--- config.mk ---
export PLATFORM = sky130hd
export DESIGN_NAME = fifo_sync_flags_flat
export DESIGN_NICKNAME = d
export VERILOG_FILES = /design/src/rtl/fifo_pkg.sv /design/src/rtl/fifo_sync_flags_if.sv /design/src/rtl/fifo_ram.sv /design/src/rtl/fifo_sync_flags.sv /design/src/flat_wrapper.sv
export SDC_FILE = /design/constraint.sdc
export NUM_CORES = 1
export LEC_CHECK = 0
export CORE_MARGIN = 10
export CORE_UTILIZATION = 52
export CTS_CLUSTER_SIZE = 28
export DETAILED_ROUTE_END_ITERATION = 10
export PLACE_DENSITY = 0.75
export REMOVE_ABC_BUFFERS = 1
export SLEW_MARGIN = 0
export SYNTH_ARGS = -nofsm -noshare
export SYNTH_HDL_FRONTEND = slang
export SYNTH_SLANG_ARGS = --single-unit
--- constraint.sdc ---
create_clock -name clk -period 4.9 [get_ports clk]
set_clock_uncertainty 0.05 [all_clocks]
set_input_delay 0.98 -clock clk [delete_from_list [all_inputs] [get_ports clk]]
set_output_delay 0.98 -clock clk [all_outputs]
set_load 0.1 [all_outputs]
--- src/rtl/fifo_pkg.sv ---
// Shared definitions for the flagged synchronous FIFO: count width helper and read-mode constants.
package fifo_pkg;

  localparam int unsigned FWFT_OFF = 0;
  localparam int unsigned FWFT_ON  = 1;

  // Occupancy must represent 0..depth inclusive, hence one extra bit.
  function automatic int unsigned count_width(input int unsigned depth);
    return int'($clog2(depth)) + 1;
  endfunction

endpackage

--- src/rtl/fifo_sync_flags_if.sv ---
// Producer/consumer bus of the flagged FIFO: write/read requests, data and status.
interface fifo_sync_flags_if #(
  parameter int unsigned DATA_WIDTH = 32,
  parameter int unsigned FIFO_DEPTH = 8
) ();
  localparam int unsigned CW = fifo_pkg::count_width(FIFO_DEPTH);

  logic                  cs;
  logic                  wr_en;
  logic                  rd_en;
  logic [DATA_WIDTH-1:0] data_in;
  logic [DATA_WIDTH-1:0] data_out;
  logic                  empty;
  logic                  full;
  logic                  almost_full;
  logic                  almost_empty;
  logic [CW-1:0]         count;
  logic                  overflow;
  logic                  underflow;

  modport master (
    output cs, wr_en, rd_en, data_in,
    input  data_out, empty, full, almost_full, almost_empty, count, overflow, underflow
  );

  modport slave (
    input  cs, wr_en, rd_en, data_in,
    output data_out, empty, full, almost_full, almost_empty, count, overflow, underflow
  );
endinterface

--- src/rtl/fifo_ram.sv ---
// FIFO storage: register array with a synchronous write port and an asynchronous read port.
module fifo_ram #(
  parameter int unsigned DATA_WIDTH = 32,
  parameter int unsigned FIFO_DEPTH = 8,
  parameter int unsigned ADDR_WIDTH = $clog2(FIFO_DEPTH)
) (
  input  logic                  clk,
  input  logic                  we,
  input  logic [ADDR_WIDTH-1:0] waddr,
  input  logic [DATA_WIDTH-1:0] wdata,
  input  logic [ADDR_WIDTH-1:0] raddr,
  output logic [DATA_WIDTH-1:0] rdata
);

  logic [DATA_WIDTH-1:0] mem [FIFO_DEPTH];

  always_ff @(posedge clk) begin
    if (we) mem[waddr] <= wdata;
  end

  assign rdata = mem[raddr];

endmodule

--- src/rtl/fifo_sync_flags.sv ---
// Single-clock FIFO with occupancy count, programmable almost flags, error pulses and optional FWFT read.
module fifo_sync_flags
  import fifo_pkg::*;
#(
  parameter int unsigned DATA_WIDTH    = 32,
  parameter int unsigned FIFO_DEPTH    = 8,
  parameter int unsigned AFULL_THRESH  = FIFO_DEPTH - 2,
  parameter int unsigned AEMPTY_THRESH = 2,
  parameter int unsigned FWFT          = FWFT_OFF
) (
  input logic              clk,
  input logic              rst,
  fifo_sync_flags_if.slave bus
);

  localparam int unsigned AW = $clog2(FIFO_DEPTH);
  localparam int unsigned CW = count_width(FIFO_DEPTH);

  if (AFULL_THRESH > FIFO_DEPTH || AEMPTY_THRESH >= FIFO_DEPTH || FIFO_DEPTH < 2) begin : g_bad_cfg
    $error("fifo_sync_flags: illegal depth/threshold configuration");
  end

  logic [AW-1:0]         wr_ptr;
  logic [AW-1:0]         rd_ptr;
  logic [CW-1:0]         count;
  logic                  overflow;
  logic                  underflow;
  logic                  is_full;
  logic                  is_empty;
  logic                  push;
  logic                  pop;
  logic [DATA_WIDTH-1:0] ram_rdata;

  assign is_full  = (count == CW'(FIFO_DEPTH));
  assign is_empty = (count == '0);
  assign push     = bus.cs & bus.wr_en & ~is_full;
  assign pop      = bus.cs & bus.rd_en & ~is_empty;

  fifo_ram #(
    .DATA_WIDTH(DATA_WIDTH),
    .FIFO_DEPTH(FIFO_DEPTH)
  ) u_ram (
    .clk  (clk),
    .we   (push),
    .waddr(wr_ptr),
    .wdata(bus.data_in),
    .raddr(rd_ptr),
    .rdata(ram_rdata)
  );

  // Pointers, occupancy and error pulses; rejected requests leave state untouched.
  always_ff @(posedge clk) begin
    if (rst) begin
      wr_ptr    <= '0;
      rd_ptr    <= '0;
      count     <= '0;
      overflow  <= 1'b0;
      underflow <= 1'b0;
    end else begin
      if (push) wr_ptr <= wr_ptr + AW'(1);
      if (pop)  rd_ptr <= rd_ptr + AW'(1);
      case ({push, pop})
        2'b10:   count <= count + CW'(1);
        2'b01:   count <= count - CW'(1);
        default: count <= count;
      endcase
      overflow  <= bus.cs & bus.wr_en & is_full;
      underflow <= bus.cs & bus.rd_en & is_empty;
    end
  end

  if (FWFT == FWFT_ON) begin : g_fwft
    assign bus.data_out = ram_rdata;
  end else begin : g_std
    logic [DATA_WIDTH-1:0] rd_data;

    always_ff @(posedge clk) begin
      if (rst)      rd_data <= '0;
      else if (pop) rd_data <= ram_rdata;
    end

    assign bus.data_out = rd_data;
  end

  assign bus.count        = count;
  assign bus.empty        = is_empty;
  assign bus.full         = is_full;
  assign bus.almost_full  = (count >= CW'(AFULL_THRESH));
  assign bus.almost_empty = (count <= CW'(AEMPTY_THRESH));
  assign bus.overflow     = overflow;
  assign bus.underflow    = underflow;

endmodule

--- src/flat_wrapper.sv ---
// flat-port wrapper written by rule: the top's interface ports become plain ports
module fifo_sync_flags_flat import fifo_pkg::*;
#(
  parameter int unsigned DATA_WIDTH    = 32,
  parameter int unsigned FIFO_DEPTH    = 8,
  parameter int unsigned AFULL_THRESH  = FIFO_DEPTH - 2,
  parameter int unsigned AEMPTY_THRESH = 2,
  parameter int unsigned FWFT          = FWFT_OFF
)
  (clk, rst, bus_cs, bus_wr_en, bus_rd_en, bus_data_in, bus_data_out, bus_empty, bus_full, bus_almost_full, bus_almost_empty, bus_count, bus_overflow, bus_underflow);
  fifo_sync_flags_if #(.DATA_WIDTH(DATA_WIDTH), .FIFO_DEPTH(FIFO_DEPTH)) bus_i ();
  input logic clk;
  input logic rst;
  input wire logic [$bits(bus_i.cs)-1:0] bus_cs;
  input wire logic [$bits(bus_i.wr_en)-1:0] bus_wr_en;
  input wire logic [$bits(bus_i.rd_en)-1:0] bus_rd_en;
  input wire logic [$bits(bus_i.data_in)-1:0] bus_data_in;
  output wire logic [$bits(bus_i.data_out)-1:0] bus_data_out;
  output wire logic [$bits(bus_i.empty)-1:0] bus_empty;
  output wire logic [$bits(bus_i.full)-1:0] bus_full;
  output wire logic [$bits(bus_i.almost_full)-1:0] bus_almost_full;
  output wire logic [$bits(bus_i.almost_empty)-1:0] bus_almost_empty;
  output wire logic [$bits(bus_i.count)-1:0] bus_count;
  output wire logic [$bits(bus_i.overflow)-1:0] bus_overflow;
  output wire logic [$bits(bus_i.underflow)-1:0] bus_underflow;
  assign bus_i.cs = bus_cs;
  assign bus_i.wr_en = bus_wr_en;
  assign bus_i.rd_en = bus_rd_en;
  assign bus_i.data_in = bus_data_in;
  assign bus_data_out = bus_i.data_out;
  assign bus_empty = bus_i.empty;
  assign bus_full = bus_i.full;
  assign bus_almost_full = bus_i.almost_full;
  assign bus_almost_empty = bus_i.almost_empty;
  assign bus_count = bus_i.count;
  assign bus_overflow = bus_i.overflow;
  assign bus_underflow = bus_i.underflow;
  fifo_sync_flags #(.DATA_WIDTH(DATA_WIDTH), .FIFO_DEPTH(FIFO_DEPTH), .AFULL_THRESH(AFULL_THRESH), .AEMPTY_THRESH(AEMPTY_THRESH), .FWFT(FWFT)) u_core (.clk(clk), .rst(rst), .bus(bus_i));
endmodule
==> run_results.csv, run 1 <==
group,metric,value,unit
synthesis,postSynth.asyncResetShare,0,%
routing,drtIter0Drc,421,
cells_and_area,diodes,0,
synthesis,synth_top_area_share,68.65,%
critical_path,crit_chain,"or4b_1 -> inv_1 -> clkdlybuf4s50_1",
clock_network,postCtsHoldBufs,0,
synthesis,yosys-top-cells-count,"edfxtp_1, mux4_2, dfxtp_1",
global_route,grt_remaining_overflow,0,
job,maxCapViolCount,0,
floorplanning,num_rows,53,
floorplanning,start_util,53.10,%
critical_path,crit_type,"reg -> out",
routing,routedWlPerCell,23.43,um
cells_and_area,fillers,1450,
min_path,min_path_type,"reg -> reg",
critical_path,crit_slowest_cell,"clkdlybuf4s50_1",
routing,final_antenna_net_count,0,
critical_path,required,3.87,ns
critical_path,rr_worst_depth,9,
clock_network,cts_setup_buffers,0,
power_and_ir_drop,p_per_area,436.7,mW/mm^2
critical_path,crit_fanout,11,
clock_network,htree_levels,1,
synthesis,yosysUniqueCellTypes,38,
floorplanning,core_area,0.02109,mm^2
clock_network,cts_max_path_buffers,3,
clock_network,cts_buffers,29,
floorplanning,die-area,0.02781,mm^2
placed_design,place_hpwl,11830,um
cells_and_area,drive_gt1_share,21.71,%
routing,firstDrtPassIters,4,
floorplanning,pin_count,79,
cells_and_area,final_core_util,62.69,%
synthesis,synth_warnings,0,
timing,period_needed,3.843,ns
power_and_ir_drop,peakVddDrop,0.3719,mV
power_and_ir_drop,p_total,0.005772,W
timing,timing.fmax,0.2602,GHz
synthesis,synth_edf_count,256,
cells_and_area,areaGrowthSynthToFinish,18.04,%
routing,via_per_inst,5.919,
global_route,antenna_found_initial,0,
critical_path,slowest_delay,1.13,ns
timing,slew_headroom,24.06,%
critical_path,arrival,2.81,ns
synthesis,synth.area.top_cells,"edfxtp_1, mux4_2, dfxtp_1, o22ai_1, nor2_1",
critical_path,crit_buf_inv,2,
global_route,grt_max_degree,67,
timing,worstMarginPinSlew,1.136,ns
synthesis,syn_inst,559,
routing,vias,5582,
status,status,"completed",
synthesis,ys_seq_elements,300,
timing,setup_viol,0,
synthesis,synth.most_common_cell,"edfxtp_1",
critical_path,worst-path-stages,3,
floorplanning,die_x,166.8,um
clock_network,cts_resized,0,
clock_network,clk_pin_slew,0.06,ns
critical_path,end_kind,"output pin",
critical_path,crit_path_start_kind,"flip-flop",
clock_network,cts_root_buf,"clkbuf_16",
global_route,first_global_vias,5922,
cells_and_area,fin_nets,688,
min_path,holdPathStages,2,
placed_design,gp_congestion,0.7319,
critical_path,critPathTopFamily,"buffers and inverters",
synthesis,syn_area,0.01120,mm^2
clock_network,clock-sinks,300,
routing,drcViolationCount,0,
synthesis,synth_ff_type,"edfxtp_1",
placed_design,port_buffers,78,
power_and_ir_drop,power_leakage,4.158,nW
clock_network,clk_latency,0.54,ns
global_route,grt_pass1_wl,34480,um
synthesis,synth_top_area_cell,"edfxtp_1",
synthesis,synth.avg_cell_area,20.03,um^2
timing,timing.hold.ws,0.4462,ns
routing,routed_wl,22090,um
timing,slew_viol_final,0,
floorplanning,die_h,166.8,um
synthesis,seq_area_frac_synth,76.51,%
timing,hold_viol_final,0,
clock_network,tritoncts,"yes",
timing,rsz0062_at_grt,"false",
timing,post-route-period-util,78.42,%
global_route,track_usage,15.55,%
area by class of cell:
cell class / count / area, um^2 / share of cell area (%)
Tap cell: 275 / 344.1 / 2.603
Timing Repair Buffer: 88 / 850.8 / 6.436
Clock buffer: 41 / 820.8 / 6.209
Sequential cell: 300 / 8573 / 64.86
Multi-Input combinational cell: 224 / 2456 / 18.58
Inverter: 3 / 11.26 / 0.08519
Clock inverter: 12 / 162.7 / 1.230
worst paths after layout:
path / from / endpoint / slack [ns]
min: u_core.bus.data_out[11]$_SDFFE_PP0P_ / u_core.bus.data_out[11]$_SDFFE_PP0P_ / 0.45
max reg2reg: u_core.bus.count[0]$_SDFFE_PP0P_ / u_core.bus.count[2]$_SDFFE_PP0P_ / 1.98
max: u_core.bus.count[1]$_SDFFE_PP0P_ / bus_full / 1.06
min reg2reg: u_core.bus.data_out[11]$_SDFFE_PP0P_ / u_core.bus.data_out[11]$_SDFFE_PP0P_ / 0.45
worst min-delay path: cells and delay by family, from the launching register on:
kind | cells | cell delay (ns)
and+or+nand+nor | 2 | 0.15
DFF | 1 | 0.31
registers in the layout (all words and copies together) (netlist names):
signal,flops
u_core.wr_ptr,3
u_core.bus.data_out,32
u_core.bus.underflow,1
u_core.bus.overflow,1
u_core.rd_ptr,3
u_core.u_ram.mem,256
u_core.bus.count,4
power breakdown:
part | leakage [nW] | total, W | internal (W) | switching, W
clock network | 0.488 | 0.00227 | 0.00137 | 0.000894
registers | 2.67 | 0.00289 | 0.00283 | 0.0000596
logic | 0.999 | 0.000619 | 0.000203 | 0.000415
per-layer routing:
metal  up-vias  global-route usage (%)  routed length, um  part of all wire (%)
met2       179                   25.49              11120                    50
met5         -                       0                  0                     0
met1      2912                   20.52               9122                    41
met3        46                   3.413               1363                   6.2
met4         0                   4.467                491                   2.2
li1       2445                       -                  -                     -
cells by family (layout without fill, tap and decap cells):
logic type / after synthesis / in the layout / synth area share (%)
muxes: 68 / 68 / 13.24
and+or+nand+nor: 105 / 105 / 4.983
adders and majority gates: 5 / 5 / 0.5587
xor gates and xnor gates: 7 / 7 / 0.5475
buffers and inverters: 35 / 144 / 1.989
AOI/OAI and AO/OA: 39 / 39 / 2.168
DFF: 300 / 300 / 76.51
stage by stage:
stage | worst slack, ns | cells | TNS [ns] | area, um^2
after floorplan | -0.3269 | 527 | -10.46 | 10990
after global placement | 1.126 | 890 | 0 | 12240
after detailed placement | 0.9652 | 890 | 0 | 12240
after CTS | 1.026 | 943 | 0 | 13220
after global routing | 0.9575 | 943 | 0 | 13220
final | 1.057 | 943 | 0 | 13220
layout by cell type (no fill, tap or decap), drive strengths merged:
cell type / instances
a211oi: 1
or3: 1
and2: 2
mux2i: 3
a21oi: 2
dfxtp: 44
nand3: 5
nor4: 1
clkbuf: 41
mux4: 64
nor2: 46
inv: 4
nor3: 37
bufinv: 4
nor2b: 1
xnor2: 2
clkinv: 7
nand2b: 2
buf: 11
o21ai: 2
nor4bb: 1
or4b: 1
or4: 1
o211ai: 1
o22ai: 32
clkdlybuf4s50: 77
ha: 5
xor2: 5
edfxtp: 256
mux2: 1
a21o: 1
nand4: 3
nand2: 3
nor3b: 1
(Power assumes the default switching activity.)
==> inputs of run 2 (changes only) <==
clock period = 3.3 ns   (was 4.9 ns; I/O delays follow)
==> run 2 against run 1 <==
Global-route usage up 0.41 points. Count of clock-buffer cells in the layout is 2 higher. Cell count grew 1.5%. Routed wire length rose by 1.4%. Critical path type is now reg -> reg.
==> run_results.csv, run 2 (synthesis results as in run 1) <==
group,metric,value,unit
timing,hold_viol_final,0,
critical_path,arrival,3.12,ns
clock_network,htree_levels,1,
critical_path,slowest_delay,0.59,ns
critical_path,r2r-start,"u_core.bus.count[1]$_SDFFE_PP0P_",
critical_path,crit_chain,"or4_4 -> and2_4 -> buf_4 -> ha_1 -> nor4bb_1 -> nand2_1 -> o211ai_1 -> mux2_2",
cells_and_area,fillers,1421,
critical_path,end_kind,"flip-flop",
critical_path,crit_slowest_cell,"or4_4",
cells_and_area,largest_reg_flops,256,
global_route,use_met2,26.98,%
routing,drcViolationCount,0,
placed_design,port_buffers,78,
clock_network,cts_setup_buffers,0,
cells_and_area,final_common_cell,"edfxtp_1",
global_route,track_usage,15.96,%
power_and_ir_drop,peakVddDrop,0.4427,mV
floorplanning,start_util,53.10,%
routing,routed_wl,22410,um
clock_network,tritoncts,"yes",
global_route,antenna_found_initial,0,
cells_and_area,drive_gt1_share,29.33,%
placed_design,place_area,0.01230,mm^2
cells_and_area,max_flop_register,"u_core.u_ram.mem",
routing,vias,5615,
power_and_ir_drop,p_per_area,633.8,mW/mm^2
placed_design,place_hpwl,12920,um
critical_path,crit_path_start_kind,"flip-flop",
clock_network,clk_pin_slew,0.06,ns
global_route,grt_use_met1,20.85,%
status,status,"completed",
timing,rsz0062_at_grt,"false",
cells_and_area,multi_input_area,0.002456,mm^2
cells_and_area,layout_common_cells,"edfxtp_1, mux4_2, buf_4, dfxtp_1, nor2_1",
cells_and_area,final_core_util,62.82,%
floorplanning,core_area,0.02109,mm^2
critical_path,setup.worst_path.start,"u_core.bus.count[1]$_SDFFE_PP0P_",
floorplanning,die_x,166.8,um
clock_network,cts_buffers,29,
timing,slew_viol_final,0,
power_and_ir_drop,power_leakage,4.292,nW
floorplanning,num_rows,53,
global_route,grt_max_degree,50,
global_route,first_global_vias,6090,
cells_and_area,areaGrowthSynthToFinish,18.29,%
floorplanning,die-area,0.02781,mm^2
clock_network,clk_latency,0.55,ns
min_path,hp-start,"u_core.bus.data_out[25]$_SDFFE_PP0P_",
timing,slew_headroom,60.07,%
global_route,grtUsageMet3,3.271,%
critical_path,required,3.67,ns
cells_and_area,fin_nets,701,
global_route,grt-busiest-layer,"met2",
timing,timing.fmax,0.3631,GHz
routing,via_per_inst,5.867,
routing,firstDrtPassIters,4,
timing,worstMarginPinSlew,0.5983,ns
global_route,grt_remaining_overflow,0,
clock_network,cts_root_buf,"clkbuf_16",
min_path,min_path_type,"reg -> reg",
timing,post-route-period-util,83.45,%
job,maxCapViolCount,0,
clock_network,cts_resized,0,
clock_network,cts_max_path_buffers,3,
timing,period_needed,2.754,ns
placed_design,gp_congestion,0.7838,
floorplanning,pin_count,79,
critical_path,crit_fanout,16,
floorplanning,die_h,166.8,um
critical_path,crit_type,"reg -> reg",
routing,routedWlPerCell,23.41,um
cells_and_area,stdcell_area,0.01325,mm^2
clock_network,postCtsHoldBufs,0,
global_route,grt_pass1_wl,35250,um
routing,drtIter0Drc,378,
timing,timing.hold.ws,0.4480,ns
routing,final_antenna_net_count,0,
timing,setup_viol,0,
cells_and_area,diodes,0,
clock_network,clock-sinks,300,
cells_and_area,seq_area,0.008573,mm^2
-- run 2: cell types whose count changed in the layout (fill, tap and decap cells not counted), sizes merged --
cell           before  now
clkbuf             41   43
clkdlybuf4s50      77   35
bufinv              4    1
clkinvlp            0    2
buf                11   66
-- run 2: metal layers --
layer	wire length [um]	part of all wire, %
met5	0	0
met4	434	1.9
met3	1410	6.3
met2	11100	50
met1	9463	42
-- run 2: critical path: cells and delay by family (launching register included) --
kind / cells / cell delay [ns]
AND/OR/NAND/NOR: 4 / 1.22
adder cells (fa/ha/maj): 1 / 0.27
buffers and inverters: 1 / 0.21
flip-flops: 1 / 0.43
AO/OA/AOI/OAI: 1 / 0.11
multiplexers: 1 / 0.35
-- run 2: metrics by stage --
stage / TNS, ns / instances / total power [W] / worst slack [ns]
after floorplan: -229.44 / 527 / 0.005013 / -1.927
after global placement: 0 / 903 / 0.005275 / 0.3292
after detailed placement: 0 / 903 / 0.005296 / 0.2049
after CTS: 0 / 957 / 0.008471 / 0.5515
after global routing: 0 / 957 / 0.008665 / 0.4463
final: 0 / 957 / 0.008396 / 0.5461
-- run 2: power by group --
| group | total, W | leakage, nW | switching, W | internal, W |
|---|---|---|---|---|
| combinational | 0.000934 | 1.16 | 0.000637 | 0.000297 |
| sequential | 0.00427 | 2.67 | 0.0000757 | 0.00420 |
| clock | 0.00319 | 0.461 | 0.00132 | 0.00187 |
-- run 2: layout make-up --
cell class	count	area share, %
inverters	3	0.08501
repair buffers	101	6.933
flip-flops and latches	300	64.72
clock inverters	11	0.6423
clock buffers	43	6.480
multi-input cells	224	18.54
well taps	275	2.598
-- run 2: worst paths after layout --
check | depth (start not counted) | slack [ns] | endpoint
min reg2reg | 2 | 0.45 | u_core.bus.data_out[25]$_SDFFE_PP0P_
max reg2reg | 8 | 0.55 | u_core.bus.count[3]$_SDFFE_PP0P_
min | 2 | 0.45 | u_core.bus.data_out[25]$_SDFFE_PP0P_
max | 8 | 0.55 | u_core.bus.count[3]$_SDFFE_PP0P_
==> inputs of run 3 (changes only) <==
CORE_UTILIZATION = 58   (was 52)
PLACE_DENSITY = 0.79   (was 0.75)
clock period = 2.74 ns   (was 3.3 ns; I/O delays follow)
==> run 3 against run 2 <==
Hold slack got worse by 0.0070 ns. Setup slack got worse by 0.41 ns. Sequential share of layout area fell by 0.99 points. Clock power rose by 38%. Maximum frequency rose by 5.8%. Routed wire length rose by 0.76%. Sequential power rose by 20%. Flip-flop and latch count did not move. Via count rose by 1.2%. Largest cell class unchanged.
==> run_results.csv, run 3 (synthesis results as in run 1) <==
group,metric,value,unit
floorplanning,core_area,0.01883,mm^2
global_route,grt_pass1_wl,35470,um
critical_path,crit_buf_inv,0,
timing,rsz0062_at_grt,"false",
cells_and_area,final_common_cell,"edfxtp_1",
floorplanning,start_util,59.47,%
cells_and_area,fillers,1124,
routing,via_per_inst,5.997,
routing,drcViolationCount,0,
placed_design,port_buffers,78,
critical_path,crit_chain,"or4_4 -> and2_4 -> ha_1 -> xor2_1 -> ha_1 -> a21oi_1 -> xor2_1 -> or3_1 -> a21oi_1",
critical_path,end_kind,"flip-flop",
cells_and_area,seq_area,0.008573,mm^2
clock_network,clk_latency,0.55,ns
critical_path,crit_fanout,9,
global_route,grt_remaining_overflow,0,
critical_path,crit_slowest_cell,"or4_4",
cells_and_area,areaGrowthSynthToFinish,20.12,%
power_and_ir_drop,p_per_area,794.4,mW/mm^2
critical_path,arrival,3.03,ns
critical_path,critPathTopFamily,"simple AND/OR/NAND/NOR gates",
global_route,first_global_vias,6133,
power_and_ir_drop,netSwitchingFraction,23.57,%
routing,final_antenna_net_count,0,
clock_network,clk_pin_slew,0.07,ns
routing,vias,5685,
cells_and_area,layout_common_cells,"edfxtp_1, mux4_2, buf_4, dfxtp_1, nor2_1",
timing,setup_viol,0,
routing,routed_wl,22580,um
cells_and_area,fin_nets,707,
power_and_ir_drop,peakVddDrop,0.5399,mV
clock_network,cts_root_buf,"clkbuf_16",
clock_network,postCtsHoldBufs,0,
cells_and_area,max_flop_register,"u_core.u_ram.mem",
power_and_ir_drop,pwr-share-comb,10.9,%
cells_and_area,diodes,0,
placed_design,place_hpwl,12970,um
floorplanning,die_x,159.0,um
routing,wl_met2,11460,um
timing,slew_headroom,60.95,%
floorplanning,die-area,0.02527,mm^2
clock_network,cts_buffers,29,
cells_and_area,largest_reg_flops,256,
clock_network,htree_levels,1,
clock_network,clock-sinks,300,
cells_and_area,multi_input_area,0.002456,mm^2
global_route,grt_max_degree,67,
timing,timing.fmax,0.3842,GHz
clock_network,cts_max_path_buffers,3,
min_path,min_path_type,"reg -> reg",
critical_path,slowest_delay,0.61,ns
timing,hold_viol_final,0,
clock_network,cts_setup_buffers,0,
timing,worstMarginPinSlew,0.5858,ns
cells_and_area,drive_gt1_share,30.23,%
routing,firstDrtPassIters,5,
status,status,"completed",
floorplanning,num_rows,50,
timing,fin_tns_setup,0,ns
timing,period_needed,2.603,ns
power_and_ir_drop,clockPowerShare,41.1,%
power_and_ir_drop,p_int,0.008167,W
clock_network,tritoncts,"yes",
job,maxCapViolCount,0,
placed_design,gp_congestion,0.7312,
critical_path,crit_path_start_kind,"flip-flop",
floorplanning,die_h,159.0,um
routing,routedWlPerCell,23.81,um
power_and_ir_drop,seq_power_share,48.0,%
routing,drtIter0Drc,510,
clock_network,cts_resized,0,
routing,top_layer_used,"met5",
global_route,antenna_found_initial,1,
global_route,track_usage,17.56,%
power_and_ir_drop,p_total,0.01069,W
critical_path,required,3.17,ns
critical_path,crit_type,"reg -> reg",
timing,slew_viol_final,0,
routing,wl_met1,9222,um
floorplanning,pin_count,79,
power_and_ir_drop,p_switching,0.002519,W
routing,wl_met3,1619,um
timing,post-route-period-util,94.98,%
power_and_ir_drop,power_leakage,4.402,nW
run 3: cell count changes in the layout (fill, tap and decap cells not counted), sizes merged:
cell	previous run	this run
clkbuf	43	33
buf	66	72
inv	4	5
clkinvlp	2	1
clkinv	7	10
bufinv	1	8
run 3: final cells by class:
class / count / area share (%)
Inverter: 3 / 0.08371
Clock inverter: 21 / 2.390
Clock buffer: 33 / 5.581
Tap cell: 260 / 2.418
Timing Repair Buffer: 107 / 7.534
Sequential cell: 300 / 63.73
Multi-Input combinational cell: 224 / 18.26
run 3: worst reg2reg max path, stage by stage (launching register included):
cell     delay (ns)
dfxtp_1        0.41
or4_4          0.61
and2_4         0.19
ha_1           0.21
xor2_1         0.15
ha_1           0.19
a21oi_1        0.16
xor2_1         0.12
or3_1          0.32
a21oi_1        0.13
run 3: final timing paths:
kind	end	slack, ns	depth (start not counted)	start
min	u_core.bus.data_out[26]$_SDFFE_PP0P_	0.44	2	u_core.bus.data_out[26]$_SDFFE_PP0P_
max	u_core.bus.count[2]$_SDFFE_PP0P_	0.14	9	u_core.bus.count[0]$_SDFFE_PP0P_
max reg2reg	u_core.bus.count[2]$_SDFFE_PP0P_	0.14	9	u_core.bus.count[0]$_SDFFE_PP0P_
min reg2reg	u_core.bus.data_out[26]$_SDFFE_PP0P_	0.44	2	u_core.bus.data_out[26]$_SDFFE_PP0P_
run 3: through the flow:
| stage | hold slack [ns] | worst slack (ns) | utilization [%] | area, um^2 | std cells |
|---|---|---|---|---|---|
| 2_1_floorplan | 0.5011 | -2.487 | - | 10990 | 527 |
| 3_3_place_gp | 0.4278 | 0.1078 | 65.74 | 12380 | 894 |
| 3_5_place_dp | 0.4303 | 0.02498 | 65.74 | 12380 | 894 |
| 4_1_cts | 0.4332 | 0.1379 | 71.44 | 13450 | 948 |
| 5_1_grt | 0.4625 | 0.04934 | 71.44 | 13450 | 948 |
| 6_report | 0.4409 | 0.1375 | 71.44 | 13450 | 948 |
run 3: power groups by stage:
| stage | Clock (W) | Sequential (W) | Combinational [W] |
|---|---|---|---|
| final | 0.00439 | 0.00513 | 0.00116 |
| after global routing | 0.00464 | 0.00514 | 0.00123 |
| after CTS | 0.00445 | 0.00514 | 0.00118 |
| after detailed placement | 0 | 0.00523 | 0.00117 |
| after global placement | 0 | 0.00522 | 0.00115 |
| after floorplan | 0 | 0.00564 | 0.000401 |
run 3: metal layers:
metal | vias to the layer above | global-route usage (%)
met5 | - | 0
met2 | 243 | 29.55
met1 | 2939 | 23.06
met3 | 26 | 3.744
li1 | 2475 | -
met4 | 2 | 4.128
